File: src/rtl/keccak_msg_packer.sv
// keccak_msg_packer: packs a byte stream big-endian into 64-bit keccak input words
module keccak_msg_packer (
    input  logic        clk,
    input  logic        reset,
    input  logic [7:0]  s_data,
    input  logic        s_valid,
    input  logic        s_last,
    input  logic        s_keep,
    output logic        s_ready,
    input  logic        msg_start,
    output logic [63:0] in,
    output logic        in_ready,
    output logic        is_last,
    output logic [2:0]  byte_num,
    input  logic        buffer_full,
    output logic        msg_done
);
    typedef enum logic [1:0] {FILL, FULL, LAST, DONE} state_t;
    state_t state, state_n;
    logic [63:0] word;
    logic [2:0] cnt;
    logic pend_last;
    logic accept, xfer, data_beat;
    assign s_ready   = state == FILL;
    assign in_ready  = state == FULL || state == LAST;
    assign is_last   = state == LAST;
    assign byte_num  = is_last ? cnt : 3'd0;
    assign in        = word;
    assign msg_done  = state == DONE;
    assign accept    = s_valid && s_ready;
    assign xfer      = in_ready && !buffer_full;
    assign data_beat = !s_last || s_keep;
    always_comb begin
        state_n = state;
        case (state)
            FILL:    state_n = !accept ? FILL : !data_beat ? LAST : cnt == 3'd7 ? FULL : s_last ? LAST : FILL;
            FULL:    state_n = !xfer ? FULL : pend_last ? LAST : FILL;
            LAST:    state_n = xfer ? DONE : LAST;
            default: state_n = msg_start ? FILL : DONE;
        endcase
    end
    always_ff @(posedge clk or posedge reset) begin
        if (reset) state <= FILL;
        else state <= state_n;
    end
    always_ff @(posedge clk or posedge reset) begin
        if (reset) begin
            word      <= 64'd0;
            cnt       <= 3'd0;
            pend_last <= 1'b0;
        end else if (accept && data_beat) begin
            word[{~cnt, 3'b111} -: 8] <= s_data;
            if (cnt == 3'd7) pend_last <= s_last;
            else cnt <= cnt + 3'd1;
        end else if (xfer) begin
            word <= 64'd0;
            cnt  <= 3'd0;
            if (state == FULL) pend_last <= 1'b0;
        end
    end
endmodule

File: config.mk
export PLATFORM = sky130hd
export DESIGN_NAME = keccak_msg_packer
export DESIGN_NICKNAME = d
export VERILOG_FILES = /design/src/rtl/keccak_msg_packer.sv
export SDC_FILE = /design/constraint.sdc
export NUM_CORES = 1
export LEC_CHECK = 0
export CORE_MARGIN = 2
export CORE_UTILIZATION = 48
export DETAILED_ROUTE_END_ITERATION = 8
export PLACE_DENSITY = 0.8
export SYNTH_ARGS = -nofsm -noshare
export SYNTH_HDL_FRONTEND = slang
export SYNTH_SLANG_ARGS = --single-unit
export TNS_END_PERCENT = 20
File: constraint.sdc
create_clock -name clk -period 3.63 [get_ports clk]
set_clock_uncertainty 0.2 [all_clocks]
set_input_delay 0.9075 -clock clk [delete_from_list [all_inputs] [get_ports clk]]
set_output_delay 0.9075 -clock clk [all_outputs]
set_load 0.02 [all_outputs]
==> out/metrics.yaml <==
drc: 0
antenna_found_initial: 0
area_delta_synth_final_pct: 36.6
cts.repair.resized: 0
grt_pass1_vias: 2406
required_ns: 2.52
setup_tns_ns: 0
root_buffer: "clkbuf_8"
grt_pass1_wl_um: 12800
worstPathCellList: "inv_1, ha_1, and2_1, clkdlybuf4s50_1"
synth_cell_type_count: 33
n_fill_cell: 493
hold_end: "in[18]$_DFFE_PP0P_"
synth_nets: 265
min_path_type: "register to register"
synthCells: 239
io_buffers: 85
synth_top_area_cell: "dfrtp_1"
antenna_cells: 0
hp-start: "in[18]$_DFFE_PP0P_"
dp_slack_ns: 0.708
path_clk_slew_ns: 0.07
p_leak_uw: 0.00175
cts_tree: "yes"
grt_max_degree: 42
r2r_start: "state[0]$_DFF_PP0_"
cts_hold_buf: 0
hold_viol_final: 0
rr_endpoint: "cnt[0]$_DFFE_PP0P_"
ant_nets: 0
clock_latency_ns: 0.35
ys_seq_area_share_pct: 57.5
ios: 86
powerDensity_mw_per_mm2: 626
ys.warnings.count: 0
dp_hpwl_um: 5400
ff2ff_path_depth: 6
dr.pass1.iters: 4
r2r_slack_ns: 1.29
power_uw: 2600
htreeDepth: 3
synth_area_leaders: "dfrtp_1 57%, a32o_1 18%, ha_1 4.5%"
slew_headroom_pct: 30.8
start_util_pct: 48.8
vias: 2431
startpoint_type: "register"
max_freq_mhz: 335
die_y_um: 83.7
maxCapViolCount: 0
layout_common_cells: "85 x clkdlybuf4s50_1, 70 x dfrtp_1, 56 x a32o_1, 14 x nand2_1"
synth_top_area_share_pct: 57.5
cpPeakStageDelay_ns: 0.60
cp_max_fo: 6
via_per_inst: 6.06
fin_crit_sh_pct: 82.3
drive_gt1_share_pct: 9.88
hold-path-cell-count: 1
crit_type: "register to output pin"
setup_ws_ns: 0.643
status: "finished, final reports clean"
rsz0062_at_grt: "no"
ys_ff_latch: 70
die_w_um: 83.7
end_kind: "output pin"
worstMarginPinSlew_ns: 1.03
utilization_pct: 66.7
post-cts-setup-buffers: 0
grtUsageTotal_pct: 23.7
row_count: 29
dieArea_mm2: 0.00700
cts_max_path_buffers: 2
fin_crit_ns: 2.99
cts.sinks: 70
crit_arrival_ns: 1.88
wire_per_inst_um: 19.6
cts_buffers: 9
syn_avg_cell_area_um2: 12.7
grt_remaining_overflow: 0
routabilityCongestion: 0.779
drv_slew: 0
syn_area_mm2: 0.00305
cpMaxStageDelayCell: "clkdlybuf4s50_1"
peakVddDrop_mv: 0.354
whs_ns: 0.293
setup_viol: 0
layout_commonest_cell: "clkdlybuf4s50_1"
wl_um: 7880
core_mm2: 0.00624
final_nets: 345
drt_iter0_markers: 151
==> worst max-delay path, delay by kind of cell (launching register included) <==
| family | cells | cell delay (ns) |
|---|---|---|
| buf+inv | 2 | 0.70 |
| flops | 1 | 0.41 |
| fa+ha+maj | 1 | 0.26 |
| simple gates | 1 | 0.16 |
==> final cells by class <==
| type | instances | area [µm²] | area share (%) |
|---|---|---|---|
| clock buffer | 12 | 145 | 3.49 |
| inverter | 7 | 26.3 | 0.632 |
| multi-input combinational | 144 | 1190 | 28.7 |
| tap | 77 | 96.3 | 2.32 |
| sequential | 70 | 1750 | 42.1 |
| clock inverter | 4 | 70.1 | 1.68 |
| timing repair buffer | 87 | 878 | 21.1 |
==> routing by layer <==
metal	wire [µm]	part of all wire (%)	vias up	global-route usage, %
met5	0	0	-	0
met4	128	1.6	0	9.24
met3	418	5.3	10	5.64
met2	3990	51	75	37.5
met1	3340	42	1257	31.9
li1	-	-	1089	-
==> registers in the layout, indices dropped and copies added (netlist names) <==
signal and cells:
pend_last 1, in 64, state 2, cnt 3
==> worst max path at each step <==
stage,from,endpoint,cells after the start
4_1_cts,state[0]$_DFF_PP0_,byte_num[0],4
2_1_floorplan,reset,cnt[0]$_DFFE_PP0P_,1
6_report,state[0]$_DFF_PP0_,byte_num[0],4
3_3_place_gp,buffer_full,cnt[0]$_DFFE_PP0P_,5
3_5_place_dp,s_last,cnt[0]$_DFFE_PP0P_,5
5_1_grt,state[0]$_DFF_PP0_,byte_num[1],4
==> power breakdown <==
part | total [µW] | internal, µW | switching, µW
Clock | 691 | 404 | 287
Sequential | 957 | 875 | 82.4
Combinational | 955 | 371 | 584
==> metrics by stage <==
| stage | instance area, µm² | cells |
|---|---|---|
| final | 4160 | 401 |
| after global routing | 4160 | 401 |
| after CTS | 4160 | 401 |
| after floorplan | 3050 | 239 |
| after detailed placement | 3950 | 385 |
| after global placement | 3950 | 385 |
==> synth_stat cells <==
| library cell | count |
|---|---|
| dfrtp_1 | 70 |
| a32o_1 | 56 |
| nand2_1 | 14 |
| ha_1 | 11 |
| nand3_1 | 11 |
| buf_1 | 8 |
| o21ai_0 | 8 |
| inv_1 | 7 |
| buf_2 | 6 |
| nor2_1 | 6 |
| nor2_2 | 5 |
| and2_1 | 4 |
| and4_1 | 3 |
| clkbuf_1 | 3 |
| nor3_4 | 3 |
| a22o_1 | 2 |
| mux2_2 | 2 |
| nor2_4 | 2 |
| nor2b_1 | 2 |
| nor3_1 | 2 |
| o2bb2ai_1 | 2 |
| a211oi_1 | 1 |
| a21boi_4 | 1 |
| a21oi_1 | 1 |
| a21oi_2 | 1 |
| a32oi_1 | 1 |
| and3_1 | 1 |
| clkbuf_2 | 1 |
| nand2b_1 | 1 |
| nand4_1 | 1 |
| nor3_2 | 1 |
| o21ai_1 | 1 |
| o31ai_1 | 1 |
==> kinds of logic (layout without fill, tap and decap cells) <==
logic type	Yosys count	count (layout)	synth area share [%]
fa+ha+maj	11	11	4.52
buf+inv	25	110	3.37
flops	70	70	57.5
mux	2	2	0.739
simple gates	56	56	11.0
compound gates	75	75	22.9
Note: power is estimated with default switching activity, not from simulation.
